<file path="src/rtl/layer_sched.sv">
// Sequences one shared neuron datapath across N_NEURONS neurons of a 3-input layer:
// weight fetch, operand presentation, result wait with watchdog, and result write-out.
module layer_sched #(
    parameter int N_NEURONS = 4,
    parameter int ADDR_W    = 6,
    parameter int TIMEOUT   = 255
) (
    input  logic              clk,
    input  logic              reset,
    input  logic              start,
    input  logic [15:0]       x1,
    input  logic [15:0]       x2,
    input  logic [15:0]       x3,
    output logic              busy,
    output logic              done,
    output logic              err,
    output logic              w_rd,
    output logic [ADDR_W-1:0] w_addr,
    input  logic [15:0]       w_data,
    output logic              n_rst,
    output logic [15:0]       nx1,
    output logic [15:0]       nx2,
    output logic [15:0]       nx3,
    output logic [15:0]       nw1,
    output logic [15:0]       nw2,
    output logic [15:0]       nw3,
    output logic              ndone1,
    output logic              ndone2,
    output logic              ndone3,
    input  logic              neuron_done,
    input  logic [15:0]       f,
    output logic              y_wr,
    output logic [3:0]        y_idx,
    output logic [15:0]       y_data
);

    typedef enum logic [2:0] {
        S_IDLE, S_CLR, S_FETCH, S_PRESENT, S_WAIT, S_STORE, S_FIN
    } state_t;

    localparam logic [15:0] TO_LAST  = 16'(TIMEOUT - 1);
    localparam logic [3:0]  IDX_LAST = 4'(N_NEURONS - 1);
    localparam logic [15:0] QNAN     = 16'h7E00;

    state_t      state_q, state_d;
    logic [3:0]  idx_q, idx_d;
    logic [15:0] cnt_q, cnt_d;
    logic        busy_q, busy_d;
    logic        err_q, err_d;
    logic [15:0] x1_q, x1_d, x2_q, x2_d, x3_q, x3_d;
    logic [15:0] w1_q, w1_d, w2_q, w2_d, w3_q, w3_d;
    logic [15:0] result_q, result_d;

    always_ff @(posedge clk) begin
        if (reset) begin
            state_q  <= S_IDLE;
            idx_q    <= '0;
            cnt_q    <= '0;
            busy_q   <= 1'b0;
            err_q    <= 1'b0;
            x1_q     <= '0;
            x2_q     <= '0;
            x3_q     <= '0;
            w1_q     <= '0;
            w2_q     <= '0;
            w3_q     <= '0;
            result_q <= '0;
        end else begin
            state_q  <= state_d;
            idx_q    <= idx_d;
            cnt_q    <= cnt_d;
            busy_q   <= busy_d;
            err_q    <= err_d;
            x1_q     <= x1_d;
            x2_q     <= x2_d;
            x3_q     <= x3_d;
            w1_q     <= w1_d;
            w2_q     <= w2_d;
            w3_q     <= w3_d;
            result_q <= result_d;
        end
    end

    always_comb begin
        state_d  = state_q;
        idx_d    = idx_q;
        cnt_d    = cnt_q;
        busy_d   = busy_q;
        err_d    = err_q;
        x1_d     = x1_q;
        x2_d     = x2_q;
        x3_d     = x3_q;
        w1_d     = w1_q;
        w2_d     = w2_q;
        w3_d     = w3_q;
        result_d = result_q;
        n_rst    = 1'b0;
        w_rd     = 1'b0;
        ndone1   = 1'b0;
        ndone2   = 1'b0;
        ndone3   = 1'b0;
        y_wr     = 1'b0;
        done     = 1'b0;

        case (state_q)
            S_IDLE: begin
                n_rst = 1'b1;
                if (start) begin
                    x1_d    = x1;
                    x2_d    = x2;
                    x3_d    = x3;
                    idx_d   = '0;
                    err_d   = 1'b0;
                    busy_d  = 1'b1;
                    state_d = S_CLR;
                end
            end
            S_CLR: begin
                n_rst   = 1'b1;
                cnt_d   = '0;
                state_d = S_FETCH;
            end
            S_FETCH: begin
                // Reads issue on cycles 0..2; RAM data lands one cycle later on 1..3.
                w_rd = (cnt_q < 16'd3);
                case (cnt_q[1:0])
                    2'd1:    w1_d = w_data;
                    2'd2:    w2_d = w_data;
                    2'd3:    w3_d = w_data;
                    default: ;
                endcase
                if (cnt_q[1:0] == 2'd3) begin
                    state_d = S_PRESENT;
                end else begin
                    cnt_d = cnt_q + 16'd1;
                end
            end
            S_PRESENT: begin
                ndone1  = 1'b1;
                ndone2  = 1'b1;
                ndone3  = 1'b1;
                cnt_d   = '0;
                state_d = S_WAIT;
            end
            S_WAIT: begin
                // A result arriving on the last allowed cycle still counts as success.
                if (neuron_done) begin
                    result_d = f;
                    state_d  = S_STORE;
                end else if (cnt_q == TO_LAST) begin
                    err_d    = 1'b1;
                    result_d = QNAN;
                    state_d  = S_STORE;
                end else begin
                    cnt_d = cnt_q + 16'd1;
                end
            end
            S_STORE: begin
                y_wr = 1'b1;
                if (idx_q == IDX_LAST) begin
                    state_d = S_FIN;
                end else begin
                    idx_d   = idx_q + 4'd1;
                    state_d = S_CLR;
                end
            end
            S_FIN: begin
                done    = 1'b1;
                busy_d  = 1'b0;
                state_d = S_IDLE;
            end
            default: state_d = S_IDLE;
        endcase
    end

    assign w_addr = w_rd ? (ADDR_W'(idx_q) * ADDR_W'(3) + ADDR_W'(cnt_q[1:0])) : '0;
    assign busy   = busy_q;
    assign err    = err_q;
    assign nx1    = x1_q;
    assign nx2    = x2_q;
    assign nx3    = x3_q;
    assign nw1    = w1_q;
    assign nw2    = w2_q;
    assign nw3    = w3_q;
    assign y_idx  = idx_q;
    assign y_data = result_q;

endmodule
</file>
<file path="config.mk">
export PLATFORM = sky130hd
export DESIGN_NAME = layer_sched
export DESIGN_NICKNAME = d
export VERILOG_FILES = /design/src/rtl/layer_sched.sv
export SDC_FILE = /design/constraint.sdc
export NUM_CORES = 1
export LEC_CHECK = 0
export ABC_AREA = 1
export ABC_CLOCK_PERIOD_IN_PS = 2800
export CAP_MARGIN = 10
export CORE_UTILIZATION = 30
export DETAILED_ROUTE_END_ITERATION = 8
export GPL_ROUTABILITY_DRIVEN = 0
export PLACE_DENSITY = 0.62
export SETUP_SLACK_MARGIN = 0.3
export SLEW_MARGIN = 20
export SYNTH_ARGS = -nofsm -noshare
export SYNTH_HDL_FRONTEND = slang
export SYNTH_SLANG_ARGS = --single-unit
</file>
<file path="constraint.sdc">
create_clock -name clk -period 2.8 [get_ports clk]
set_input_delay 0.42 -clock clk [delete_from_list [all_inputs] [get_ports clk]]
set_output_delay 0.42 -clock clk [all_outputs]
set_load 0.005 [all_outputs]
</file>
# ---- Word level (Yosys, flattened, before mapping)
# Index checks and enable logic that the tools add are counted.
# Widths: inputs -> output; s select.
dict set report word_totals {
  input_bits 84
  register_bits 137
  word_cells 81
}
dict set report op_classes {
  n_lt_le_gt_ge 1
  mul 1
  addsub 3
  n_reduce_logical 18
  muxes 27
  eq_ne 19
}
# operator n
set op_table {}
lappend op_table {{$mux 16} 5}
lappend op_table {{$pmux 16 s3} 1}
lappend op_table {{$pmux 3 s6} 1}
lappend op_table {{$add 16x1->16 const B} 1}
lappend op_table {{$eq 16x8->1 const B} 1}
lappend op_table {{$lt 16x2->1 const B} 1}
lappend op_table {{$mux 3} 5}
lappend op_table {{$ne 2x2->1 const B} 7}
lappend op_table {{$reduce_and 2->1} 6}
lappend op_table {{$eq 3x3->1 const B} 3}
lappend op_table {{$mux 1} 9}
lappend op_table {{$mux 4} 2}
lappend op_table {{$pmux 4 s2} 1}
lappend op_table {{$reduce_and 4->1} 2}
lappend op_table {{$reduce_bool 2->1} 4}
lappend op_table {{$add 6x2->6} 1}
lappend op_table {{$eq 3x2->1 const B} 2}
lappend op_table {{$mul 4x2->6 const B} 1}
lappend op_table {{$mux 6} 1}
lappend op_table {{$reduce_and 3->1} 2}
lappend op_table {{$add 4x1->4 const B} 1}
lappend op_table {{$eq 2x2->1 const B} 2}
lappend op_table {{$eq 4x2->1 const B} 1}
lappend op_table {{$pmux 1 s2} 2}
lappend op_table {{6 further kinds} 7}

# ---- Longest topological paths before layout
dict set report depth {
  depth_word 4
  ltp_mapped 10
  ltp_nobuf 10
}

# ---- Worst setup path after synthesis
# No wires, ideal clock.
dict set report synth_timing {
  path_kind {register to output}
  start {register idx_q[0], in the netlist y_idx[0]}
  end {output w_addr[5]}
  slack_ns 0.538
  n_path_buf 0
  t_required_ns 2.380
  arrival_time_ns 1.842
  path_stages_with_launch 8
  path_cell_list {dfxtp_1 -> fa_1 -> ha_1 -> inv_1 -> fa_1 -> nor2_1 -> o21ai_0 -> a21oi_1}
}
dict set report synth_via {
  elab_chain_cells 3
}
# element line_no
set synth_rtl {}
lappend synth_rtl {{from (decl)} 46} ;# logic [3:0] idx_q, idx_d;
lappend synth_rtl {{from (signal assigned)} 70} ;# idx_q <= idx_d;
lappend synth_rtl {{$mul 4x2->6} 176} ;# assign w_addr = w_rd ? (ADDR_W'(idx_q) * ADDR_W'(3) + ADDR_W'(cnt_q[1:0])) : '0;
lappend synth_rtl {{$add 6x2->6} 176}
lappend synth_rtl {{$mux 6} 176}
lappend synth_rtl {{to (decl)} 18} ;# output logic [ADDR_W-1:0] w_addr,
# No other way between the ends.

# ---- Worst setup path in the final report
dict set report layout_timing {
  start {register cnt_q[1]}
  end {output w_addr[5]}
}
dict set report layout_via {
  elab_chain_cells 3
}
# element line_no
set layout_rtl {}
lappend layout_rtl {{from (decl)} 47} ;# logic [15:0] cnt_q, cnt_d;
lappend layout_rtl {{from (signal assigned)} 71} ;# cnt_q <= cnt_d;
lappend layout_rtl {{$lt 16x2->1} 125} ;# w_rd = (cnt_q < 16'd3);
lappend layout_rtl {{$mux 1} 105} ;# case (state_q)
lappend layout_rtl {{$mux 6 (*)} 176}
# Every way passes the cells marked *; elsewhere a longest branch is shown, timed or not.

==> results summary <==
The worst setup path is launched from a register. The total number of nets in the final design came out at 1,121. In this run the worst hold path is classified as register to register. For this run, design rule violations remaining after detail routing come to 0. The count of antenna-violating nets left after detailed routing is 0. The worst setup path is captured at an output port. The final critical path time including I/O delays and setup is 2.738 ns.

The initial core utilization came out at 30.71%. The number of buffer cells added on primary ports is 214. The maximum number of pins on one net before global-route repair came out at 72. The data arrival time at the worst-slack endpoint came out at 2.32 ns. The die outline height is 140.6 um. Cells with a size suffix above 1 make up 8.880% of the layout.

In this run the cell area measured after placement is 8195 um^2. The total routing resource utilization after global routing is 17.76%. For the pin with the worst max-slew slack, the measured transition is 0.6309 ns.

The mean instance size in the synthesized netlist came out at 7.204 um^2. Net switching is 29.31% of the power. The critical-path maximum fanout came out at 2. Sorting the synthesized cells by area gives the leading types as sky130_fd_sc_hd__dfxtp_1, sky130_fd_sc_hd__nor2_1, sky130_fd_sc_hd__o21ai_0. The worst-case IR drop observed on VDD is 0.0004353 V. Setup repair after global routing could not meet its margin everywhere.

The number of failing hold endpoints at the final stage is 0. The combinational fraction of design power came out at 26.5%. For this design the static power due to leakage is 3.683 nW.

The count of final setup violators came out at 0. The initial antenna violation count is 0. Dividing the detail-routed via count by the number of cells gives 4.469. The part of the cycle the worst path needs came out at 97.79%. The switching power total is 1.930 mW. Of the total power, the clock network draws 37.1%.

For the final routed database, the setup TNS stands at 0 ns. The core region is 18,770 um^2. In the layout the commonest cells are sky130_fd_sc_hd__clkdlybuf4s50_1, sky130_fd_sc_hd__nor2_1, sky130_fd_sc_hd__dfxtp_1. The finished layout cell area came out at 8927 um^2. The distinct cell type count after synthesis is 26. The share of power burned in registers is 36.4%. The number of nets in the synthesized netlist is 898.

The number of synthesized register bits came out at 137. The part of the Yosys area used for sequential elements is 47.59%. The die is 140.6 um wide.

The area share of the leading cell type in the synthesized netlist is 47.59%. The number of clock buffers inserted by TritonCTS came out at 17. The deepest clock path buffer count came out at 2. The die area is 19,770 um^2. The cell chosen for the clock root is sky130_fd_sc_hd__clkbuf_16.

Hold timing on the final database bottoms out at a slack of 0.4400 ns. The first-pass iteration count of the detailed router is 4. The clock tree synthesis step divided the H-tree into 4 levels. Yosys printed 0 warnings. The layout-stage area growth over the synthesis result came out at 54.91%. In this run the count of I/O pins placed on the die edge is 215.

The number of max-slew violations in the final report came out at 0. The synthesized area is 5763 um^2. The largest total area in the synthesized netlist belongs to sky130_fd_sc_hd__dfxtp_1. The number of sinks handled by clock tree synthesis is 137. The final antenna diode count came out at 0. The clock-pin slew of the registers on the worst-case setup and hold paths came out at 0.06 ns. For the worst setup path, the data required time is 2.38 ns. The power density of the placed cells is 737.8 nW/um^2. The clock latency at the later pin of the worst-skew pair is 0.43 ns. The first-pass GRT wire length came out at 27,280 um. The overall via count from detail_route came out at 5,675.

Leaving out fill and tap cells, the most frequent cell in the layout is sky130_fd_sc_hd__clkdlybuf4s50_1. Cell internal power was estimated by the tool at 4.656 mW. The max-cap check violation count is 0. The top achievable clock speed came out at 365.2 MHz. The floorplan has 50 rows.

The via count of the first global-routing pass is 5,070. The total congestion overflow after global routing is 0. The number of DRC markers after the initial detailed-route iteration is 264.

The number of instances in the synthesized netlist came out at 800. The mean routed wirelength per cell came out at 13.93 um. The critical path in this run is classified as register to output port.

The post-DP HPWL came out at 12,680 um. The fraction of the core area covered by cells at the end of the flow is 47.57%. The worst-case headroom to the max-slew limit is 57.90%. The flow ran to the end, and the final reports show no timing, DRC or antenna violations. TritonCTS built the clock tree.

The wire length after detailed routing came out at 17,690 um. The clock skew after layout is 0.01795 ns.
-- state kept, by name (all words and copies together), names as in the netlist --
signal	flops
nx1	16
err	1
state_q	3
y_data	16
nx3	16
cnt_q	16
nw3	16
nw2	16
nx2	16
busy	1
y_idx	4
nw1	16
-- critical path: stages, from the launching register on --
cell and delay [ns]:
sky130_fd_sc_hd__dfxtp_2 0.33, sky130_fd_sc_hd__fa_2 0.59, sky130_fd_sc_hd__ha_4 0.14, sky130_fd_sc_hd__inv_2 0.04
sky130_fd_sc_hd__fa_2 0.36, sky130_fd_sc_hd__nor2_2 0.11, sky130_fd_sc_hd__o21ai_1 0.08, sky130_fd_sc_hd__a21oi_1 0.12
sky130_fd_sc_hd__buf_2 0.13
-- cells in the mapped netlist (all sizes together) --
library cell  number
nor2             144
dfxtp            137
nand2            119
inv              114
o21ai            104
a21oi             75
nand3             34
clkbuf            24
ha                12
buf                9
nand4              6
nor3               6
clkinv             3
o21bai             3
xor2               3
fa                 2
o31ai              2
nor3b              1
or2                1
xnor2              1
-- worst paths after layout --
check        slack [ns]               endpoint  cells past startpoint             startpoint
max                0.06              w_addr[5]                      8  cnt_q[1]$_SDFFE_PP0P_
min                0.44   nx3[12]$_SDFFE_PP0P_                      2   nx3[12]$_SDFFE_PP0P_
max reg2reg        0.60  cnt_q[1]$_SDFFE_PP0P_                     11  cnt_q[1]$_SDFFE_PP0P_
min reg2reg        0.44   nx3[12]$_SDFFE_PP0P_                      2   nx3[12]$_SDFFE_PP0P_
-- logic make-up (layout without fill, tap and decap cells) --
kind of cell	count (synthesis)	after routing	synth area share (%)
AND/OR/NAND/NOR	311	311	22.17
AO/OA/AOI/OAI	184	184	16.20
buffers and inverters	150	386	10.14
flip-flops	137	137	47.59
adder cells (fa/ha/maj)	14	14	3.300
XOR/XNOR	4	4	0.6080
-- cell type report --
cell class / instances / area [um^2]
multi-input combinational: 513 / 2489
timing repair buffer: 237 / 2316
fill: 1867 / 9841
clock buffer: 20 / 456.7
sequential: 137 / 2748
inverter: 117 / 439.2
clock inverter: 12 / 186.4
tap: 234 / 292.8
-- metrics by stage --
stage / power (mW) / worst slack [ns] / std cells
CTS: 6.654 / 0.06148 / 1267
finish: 6.586 / 0.06187 / 1270
floorplan: 3.213 / 0.5379 / 800
global placement: 4.128 / 0.05416 / 1230
global route: 6.952 / -0.05247 / 1270
detailed placement: 4.151 / 0.01020 / 1230
-- per-layer routing --
layer	vias up	GRT usage, %	part of all wire, %
met5	-	0	0
met4	0	5.606	0.63
met3	6	4.959	6.2
met2	147	29.25	48
met1	2540	22.46	45
li1	2982	-	-
-- power by group through the flow --
stage | Clock [mW] | Sequential (mW) | Combinational (mW)
after detailed placement | 0 | 2.44 | 1.71
final | 2.45 | 2.40 | 1.74
after global placement | 0 | 2.42 | 1.70
after floorplan | 0 | 2.46 | 0.757
after CTS | 2.51 | 2.40 | 1.75
after global routing | 2.59 | 2.43 | 1.94
-- repair_timing --
item | in CTS | in global routing
gates resized for setup | 28 | 14
pin swaps | 7 | 3
endpoints found under the hold margin | 0 | 0
buffers inserted | 5 | 3
hold buffers | 0 | 0
endpoints found under the setup margin | 7 | 7
(Power assumes the default switching activity.)
